## config.mk

```make
export PLATFORM = sky130hd
export DESIGN_NAME = uart_word_rx_flat
export DESIGN_NICKNAME = d
export VERILOG_FILES = /design/src/rtl/uart_word_rx_if.sv /design/src/rtl/uart_word_rx.sv /design/src/flat_wrapper.sv
export SDC_FILE = /design/constraint.sdc
export NUM_CORES = 1
export LEC_CHECK = 0
export BUFFER_PORTS_ARGS = -buffer_cell sky130_fd_sc_hd__buf_2
export CORE_MARGIN = 2
export CORE_UTILIZATION = 55
export CTS_CLUSTER_DIAMETER = 30
export DETAILED_ROUTE_END_ITERATION = 8
export HOLD_SLACK_MARGIN = 0.02
export PLACE_DENSITY_LB_ADDON = 0.08
export SLEW_MARGIN = 25
export SYNTH_ARGS = -nofsm -noshare
export SYNTH_HDL_FRONTEND = slang
export SYNTH_SLANG_ARGS = --single-unit
```

## constraint.sdc

```tcl
create_clock -name clk -period 6.1 [get_ports clk]
set_input_delay 1.83 -clock clk [delete_from_list [all_inputs] [get_ports clk]]
set_output_delay 1.83 -clock clk [all_outputs]
set_load 0.05 [all_outputs]
```

## src/rtl/uart_word_rx_if.sv

```systemverilog
//------------------------------------------------------------------------------
// Module      : uart_word_rx_if
// Description : Word valid/ready handshake between the UART word receiver and its consumer.
// Revision    : 1.0 - initial release
//------------------------------------------------------------------------------
`default_nettype none

interface uart_word_rx_if #(
  parameter int W = 80
);
  logic [W-1:0] word_data;
  logic         word_valid;
  logic         word_ready;

  modport master (output word_data, output word_valid, input  word_ready);
  modport slave  (input  word_data, input  word_valid, output word_ready);
endinterface

`default_nettype wire

```

## src/rtl/uart_word_rx.sv

```systemverilog
//------------------------------------------------------------------------------
// Module      : uart_word_rx
// Description : UART frame receiver packing NUM_BYTES bytes into one handshaked word.
// Revision    : 1.0 - initial release
//------------------------------------------------------------------------------
`default_nettype none

module uart_word_rx #(
  parameter int CLKS_PER_BIT = 10416,
  parameter int DATA_BITS    = 8,
  parameter int NUM_BYTES    = 10,
  parameter int PARITY       = 0,
  parameter int GAP_BITS     = 0
) (
  input  wire logic                             clk,
  input  wire logic                             rst_n,
  input  wire logic                             ena,
  input  wire logic                             serial_in,
  uart_word_rx_if.master                        word_if,
  output logic [$clog2(NUM_BYTES+1)-1:0]        byte_cnt,
  output logic                                  frame_err,
  output logic                                  overrun,
  output logic                                  gap_timeout
);

  localparam int c_W     = NUM_BYTES * DATA_BITS;
  localparam int c_CNT_W = $clog2(NUM_BYTES + 1);
  localparam int c_DIV_W = $clog2(CLKS_PER_BIT);
  localparam int c_BIT_W = $clog2(DATA_BITS + 1);

  localparam logic [c_DIV_W-1:0] c_DIV_HALF  = c_DIV_W'(CLKS_PER_BIT / 2 - 1);
  localparam logic [c_DIV_W-1:0] c_DIV_FULL  = c_DIV_W'(CLKS_PER_BIT - 1);
  localparam logic [c_BIT_W-1:0] c_LAST_BIT  = c_BIT_W'(DATA_BITS - 1);
  localparam logic [c_CNT_W-1:0] c_LAST_BYTE = c_CNT_W'(NUM_BYTES - 1);

  typedef enum logic [2:0] {
    S_IDLE   = 3'd0,
    S_START  = 3'd1,
    S_DATA   = 3'd2,
    S_PARITY = 3'd3,
    S_STOP   = 3'd4,
    S_BREAK  = 3'd5
  } state_t;

  state_t               r_state;
  state_t               w_state_nxt;
  logic                 r_sync1;
  logic                 r_sync2;
  logic [c_DIV_W-1:0]   r_div;
  logic [c_BIT_W-1:0]   r_bit_idx;
  logic [DATA_BITS-1:0] r_shift;
  logic                 r_err;
  logic [c_W-1:0]       r_acc;
  logic [c_CNT_W-1:0]   r_byte_cnt;
  logic [c_W-1:0]       r_word_data;
  logic                 r_word_valid;
  logic                 r_frame_err;
  logic                 r_overrun;
  logic                 r_gap_timeout;
  logic                 w_rx;
  logic                 w_tick;
  logic                 w_gap_fire;
  logic [c_W-1:0]       w_acc_nxt;

  assign w_rx      = r_sync2;
  assign w_tick    = (r_div == '0);
  assign w_acc_nxt = (r_acc << DATA_BITS) | c_W'(r_shift);

  always_ff @(posedge clk or negedge rst_n) begin
    if (!rst_n) begin
      r_sync1 <= 1'b1;
      r_sync2 <= 1'b1;
    end else begin
      r_sync1 <= serial_in;
      r_sync2 <= r_sync1;
    end
  end

  always_ff @(posedge clk or negedge rst_n) begin
    if (!rst_n) r_state <= S_IDLE;
    else        r_state <= w_state_nxt;
  end

  always_comb begin
    w_state_nxt = r_state;
    if (!ena) begin
      w_state_nxt = S_IDLE;
    end else begin
      case (r_state)
        S_IDLE:   if (!w_rx) w_state_nxt = S_START;
        S_START:  if (w_tick) w_state_nxt = w_rx ? S_IDLE : S_DATA;
        S_DATA:   if (w_tick && r_bit_idx == c_LAST_BIT)
                    w_state_nxt = (PARITY != 0) ? S_PARITY : S_STOP;
        S_PARITY: if (w_tick) w_state_nxt = S_STOP;
        S_STOP:   if (w_tick) w_state_nxt = w_rx ? S_IDLE : S_BREAK;
        S_BREAK:  if (w_rx) w_state_nxt = S_IDLE;
        default:  w_state_nxt = S_IDLE;
      endcase
    end
  end

  always_ff @(posedge clk or negedge rst_n) begin
    if (!rst_n) begin
      r_div         <= '0;
      r_bit_idx     <= '0;
      r_shift       <= '0;
      r_err         <= 1'b0;
      r_acc         <= '0;
      r_byte_cnt    <= '0;
      r_word_data   <= '0;
      r_word_valid  <= 1'b0;
      r_frame_err   <= 1'b0;
      r_overrun     <= 1'b0;
      r_gap_timeout <= 1'b0;
    end else begin
      r_frame_err   <= 1'b0;
      r_overrun     <= 1'b0;
      r_gap_timeout <= 1'b0;
      if (r_word_valid && word_if.word_ready) r_word_valid <= 1'b0;

      if (!ena) begin
        r_div      <= '0;
        r_bit_idx  <= '0;
        r_err      <= 1'b0;
        r_acc      <= '0;
        r_byte_cnt <= '0;
      end else begin
        if (r_state == S_IDLE) begin
          if (!w_rx) begin
            r_div     <= c_DIV_HALF;
            r_bit_idx <= '0;
            r_err     <= 1'b0;
          end
        end else if (r_state != S_BREAK) begin
          r_div <= w_tick ? c_DIV_FULL : r_div - 1'b1;
        end

        if (w_tick) begin
          case (r_state)
            S_DATA: begin
              r_shift   <= {w_rx, r_shift[DATA_BITS-1:1]};
              r_bit_idx <= r_bit_idx + 1'b1;
            end
            S_PARITY: begin
              if (w_rx != ((^r_shift) ^ (PARITY == 2))) r_err <= 1'b1;
            end
            S_STOP: begin
              if (w_rx && !r_err) begin
                if (r_byte_cnt == c_LAST_BYTE) begin
                  r_acc      <= '0;
                  r_byte_cnt <= '0;
                  // A consumer taking the held word this cycle frees the slot.
                  if (!r_word_valid || word_if.word_ready) begin
                    r_word_data  <= w_acc_nxt;
                    r_word_valid <= 1'b1;
                  end else begin
                    r_overrun <= 1'b1;
                  end
                end else begin
                  r_acc      <= w_acc_nxt;
                  r_byte_cnt <= r_byte_cnt + 1'b1;
                end
              end else begin
                r_frame_err <= 1'b1;
              end
            end
            default: ;
          endcase
        end

        if (w_gap_fire) begin
          r_acc         <= '0;
          r_byte_cnt    <= '0;
          r_gap_timeout <= 1'b1;
        end
      end
    end
  end

  generate
    if (GAP_BITS > 0) begin : g_gap
      localparam int c_GAP_CYC = GAP_BITS * CLKS_PER_BIT;
      localparam int c_GAP_W   = $clog2(c_GAP_CYC);
      localparam logic [c_GAP_W-1:0] c_GAP_LAST = c_GAP_W'(c_GAP_CYC - 1);

      logic [c_GAP_W-1:0] r_gap_cnt;
      logic               w_gap_armed;

      // Leaving IDLE (start detect) disarms and therefore clears the counter.
      assign w_gap_armed = ena && (r_state == S_IDLE) && (r_byte_cnt != '0);
      assign w_gap_fire  = w_gap_armed && (r_gap_cnt == c_GAP_LAST);

      always_ff @(posedge clk or negedge rst_n) begin
        if (!rst_n)                         r_gap_cnt <= '0;
        else if (!w_gap_armed || w_gap_fire) r_gap_cnt <= '0;
        else                                r_gap_cnt <= r_gap_cnt + 1'b1;
      end
    end else begin : g_no_gap
      assign w_gap_fire = 1'b0;
    end
  endgenerate

  assign word_if.word_data  = r_word_data;
  assign word_if.word_valid = r_word_valid;
  assign byte_cnt           = r_byte_cnt;
  assign frame_err          = r_frame_err;
  assign overrun            = r_overrun;
  assign gap_timeout        = r_gap_timeout;

endmodule

`default_nettype wire

```

## src/flat_wrapper.sv

```systemverilog
// flat-port wrapper written by rule: the top's interface ports become plain ports
module uart_word_rx_flat 
#(
  parameter int CLKS_PER_BIT = 10416,
  parameter int DATA_BITS    = 8,
  parameter int NUM_BYTES    = 10,
  parameter int PARITY       = 0,
  parameter int GAP_BITS     = 0
)
  (clk, rst_n, ena, serial_in, byte_cnt, frame_err, overrun, gap_timeout, word_if_word_data, word_if_word_valid, word_if_word_ready);
  uart_word_rx_if #(.W(80)) word_if_i ();
  input  wire logic clk;
  input  wire logic rst_n;
  input  wire logic ena;
  input  wire logic serial_in;
  output logic [$clog2(NUM_BYTES+1)-1:0] byte_cnt;
  output logic frame_err;
  output logic overrun;
  output logic gap_timeout;
  output wire logic [$bits(word_if_i.word_data)-1:0] word_if_word_data;
  output wire logic [$bits(word_if_i.word_valid)-1:0] word_if_word_valid;
  input wire logic [$bits(word_if_i.word_ready)-1:0] word_if_word_ready;
  assign word_if_word_data = word_if_i.word_data;
  assign word_if_word_valid = word_if_i.word_valid;
  assign word_if_i.word_ready = word_if_word_ready;
  uart_word_rx #(.CLKS_PER_BIT(CLKS_PER_BIT), .DATA_BITS(DATA_BITS), .NUM_BYTES(NUM_BYTES), .PARITY(PARITY), .GAP_BITS(GAP_BITS)) u_core (.clk(clk), .rst_n(rst_n), .ena(ena), .serial_in(serial_in), .word_if(word_if_i), .byte_cnt(byte_cnt), .frame_err(frame_err), .overrun(overrun), .gap_timeout(gap_timeout));
endmodule
```

==> impl_metrics.yaml <==
global_route:
  grt_pass1_vias: 5632
  grt_overflow_total: 0
  antenna_found_initial: 0
  track_usage_pct: 22.6
  grt_pass1_wl_um: 28900
  grt_max_degree: 111
final_layout:
  final_util_pct: 63.4
  synthToLayoutAreaGrowth_pct: 13.0
  drive_gt1_share_pct: 18.5
  n_fill_cell: 1174
  nNetsFinal: 798
  diodes: 0
  design_area_um2: 9190
clocking:
  ctsHoldBuffers: 0
  ctsResizeCount: 0
  htreeDepth: 4
  cts_sinks: 191
  clk_latency_ns: 0.42
  cts_max_path_buffers: 2
  cts_root_buffer: "clkbuf_16"
  cts_buffers: 17
  postCtsSetupRepairBufs: 0
  clk_pin_slew_ns: 0.07
  cts_tree: "done"
setup_path:
  start_kind: "flop"
  reg2reg_depth: 9
  crit_path_start: "u_core.r_div[0]"
  worstPathArrival_ns: 3.88
  crit_end: "u_core.word_if.word_data[2]"
  end_kind: "flop"
  r2r_start: "u_core.r_div[0]"
  r2r_setup_slack_ns: 2.53
  required_ns: 6.40
  crit_fanout: 74
  crit_type: "reg2reg"
  timing.rr.end: "u_core.word_if.word_data[2]"
sta:
  tightest_slew_ns: 0.871
  fin_crit_sh_pct: 58.6
  tns_ns: 0
  fin_skew_ns: 0.00958
  finalSetupViolations: 0
  fin_crit_ns: 3.57
  finalHoldViolations: 0
  slew-limit-headroom_pct: 42.0
  final_max_slew_viol_count: 0
  fmax_mhz: 280
  rsz0062_at_grt: "false"
yosys:
  ys_types: 50
  netlist_area_um2: 8130
  async_reset_ff_share_pct: 100
  syn_inst: 723
  synth_nets: 733
  avgSynthCellArea_um2: 11.2
  synth_ff_type: "dfrtp_1"
  yosys_register_bits: 191
  synthTopCellsByArea: "dfrtp_1 (58%), mux2_1 (11%), a21oi_1 (5.5%)"
  yosysTopAreaCell: "dfrtp_1"
  ys_seq_area_share_pct: 58.8
  yosysWarningCount: 0
  synth-edff-count: 0
  yosysTopAreaCellShare_pct: 58.2
detailed_routing:
  vias: 5637
  wl_um: 16900
  drc: 0
  viasPerCell: 5.75
  wl_per_cell_um: 17.3
  drtIter0Drc: 407
  antenna_left: 0
  drt_pass1_iterations: 7
placed_design:
  place_congestion: 0.845
  port_buffers: 91
  dp_hpwl_um: 10800
  dpl_cell_area_um2: 8570
pwr:
  power_switching_mw: 0.540
  powerDensity_nw_per_um2: 276
  internal-power_mw: 2.00
  switching_share_pct: 21.3
  seq_power_share_pct: 51.0
  leakage_nw: 4.54
  clockPowerShare_pct: 44.5
  vdd_drop_max_mv: 0.228
  pwr-share-comb_pct: 4.5
floorplanning:
  start_util_pct: 56.2
  placementRows: 44
  die_y_um: 126
  dieArea_um2: 15800
  ioPinCount: 93
  core-area_um2: 14500
  dieWidth_um: 126
outcome:
  status: "finished, final reports clean"
job:
  cap_violations: 0
worst_hold_path:
  min-delay-path-class: "reg2reg"
[critical path, stage by stage, from the launching register on]
cell	delay (ns)
dfrtp_1	0.40
inv_1	0.09
ha_1	0.14
nor4b_2	0.32
nand4b_2	0.25
nor3_2	0.22
buf_4	0.61
and4_4	0.68
buf_16	0.31
mux2_1	0.36
[power by group through the flow]
stage,clock network [mW],logic [mW],registers (mW)
finish,1.13,0.115,1.29
global route,1.20,0.133,1.30
CTS,1.15,0.117,1.29
detailed placement,0,0.116,1.32
global placement,0,0.113,1.32
floorplan,0,0.0752,1.31
[cells in the final DEF (no fill, tap or decap), types with 6 or more instances in the layout]
| cell type | Yosys | final |
|---|---|---|
| nand2_1 | 94 | 93 |
| mux2_2 | 11 | 11 |
| inv_1 | 6 | 6 |
| nor3_1 | 10 | 9 |
| mux2_1 | 80 | 80 |
| clkbuf_16 | 0 | 17 |
| nor2_1 | 20 | 20 |
| xnor2_1 | 7 | 7 |
| nand3_1 | 82 | 82 |
| buf_4 | 1 | 6 |
| buf_2 | 10 | 90 |
| dfrtp_1 | 189 | 189 |
| a21oi_1 | 90 | 90 |
| o21ai_0 | 20 | 20 |
[synthesized netlist by cell type, types with 5 or more instances]
master and n:
a21oi_1 90, mux2_1 80, nor2_1 20, or3_1 5, clkbuf_1 32, nand3_1 82, nor3_1 10, mux2_2 11
xnor2_1 7, nand2_1 94, buf_8 8, dfrtp_1 189, buf_2 10, inv_1 6, nor3b_1 5, o21ai_0 20
ha_1 5
[layer usage]
metal / vias to the layer above / track usage (%) / routed length [µm]
li1: 2641 / - / -
met1: 2823 / 32.2 / 7710
met2: 146 / 35.3 / 8220
met3: 27 / 4.45 / 689
met4: 0 / 7.58 / 311
met5: - / 0 / 0
[final cells by class]
cell class                      count  area (µm²)  area share (%)
Tap cell                          184         230            2.51
Timing Repair Buffer               98         537            5.84
Multi-Input combinational cell    473        3020            32.9
Sequential cell                   191        4780            52.1
Clock buffer                       21         450            4.90
Inverter                            7        26.3           0.286
Clock inverter                      6         136            1.48
[cells by family (layout without fill, tap and decap cells)]
group | Yosys count | count (layout) | synth area share (%)
flops | 191 | 191 | 58.8
fa+ha+maj | 5 | 5 | 0.769
simple gates | 243 | 243 | 14.6
mux | 92 | 92 | 12.7
buf+inv | 59 | 132 | 4.12
xor+xnor | 8 | 8 | 0.862
other cells | 1 | 1 | 0.0461
compound gates | 124 | 124 | 8.06
[registers in the layout, summed over array words and instances (netlist names)]
register                   count
u_core.byte_cnt                4
u_core.frame_err               1
u_core.overrun                 1
u_core.r_acc                  72
u_core.r_bit_idx               4
u_core.r_div                  14
u_core.r_err                   1
u_core.r_shift                 8
u_core.r_state                 3
u_core.r_sync1                 1
u_core.r_sync2                 1
u_core.word_if.word_data      80
u_core.word_if.word_valid      1
[worst min path at each step]
stage | cells after the start | slack, ns | end | startpoint
after global placement | 0 | 0.35 | u_core.r_sync2 | u_core.r_sync1
after CTS | 0 | 0.36 | u_core.r_sync2 | u_core.r_sync1
after floorplan | 0 | 0.35 | u_core.r_sync2 | u_core.r_sync1
final | 0 | 0.36 | u_core.r_sync2 | u_core.r_sync1
after detailed placement | 0 | 0.35 | u_core.r_sync2 | u_core.r_sync1
after global routing | 0 | 0.36 | u_core.r_sync2 | u_core.r_sync1
[per-stage QoR]
| step | setup WS [ns] | std cells | power (mW) | hold WS (ns) |
|---|---|---|---|---|
| after floorplan | 3.21 | 723 | 1.39 | 0.345 |
| after global placement | 2.35 | 952 | 1.43 | 0.350 |
| after detailed placement | 2.29 | 952 | 1.43 | 0.350 |
| after CTS | 2.33 | 979 | 2.56 | 0.361 |
| after global routing | 2.25 | 980 | 2.63 | 0.364 |
| final | 2.53 | 980 | 2.54 | 0.359 |
Note: power is estimated with default switching activity, not from simulation.
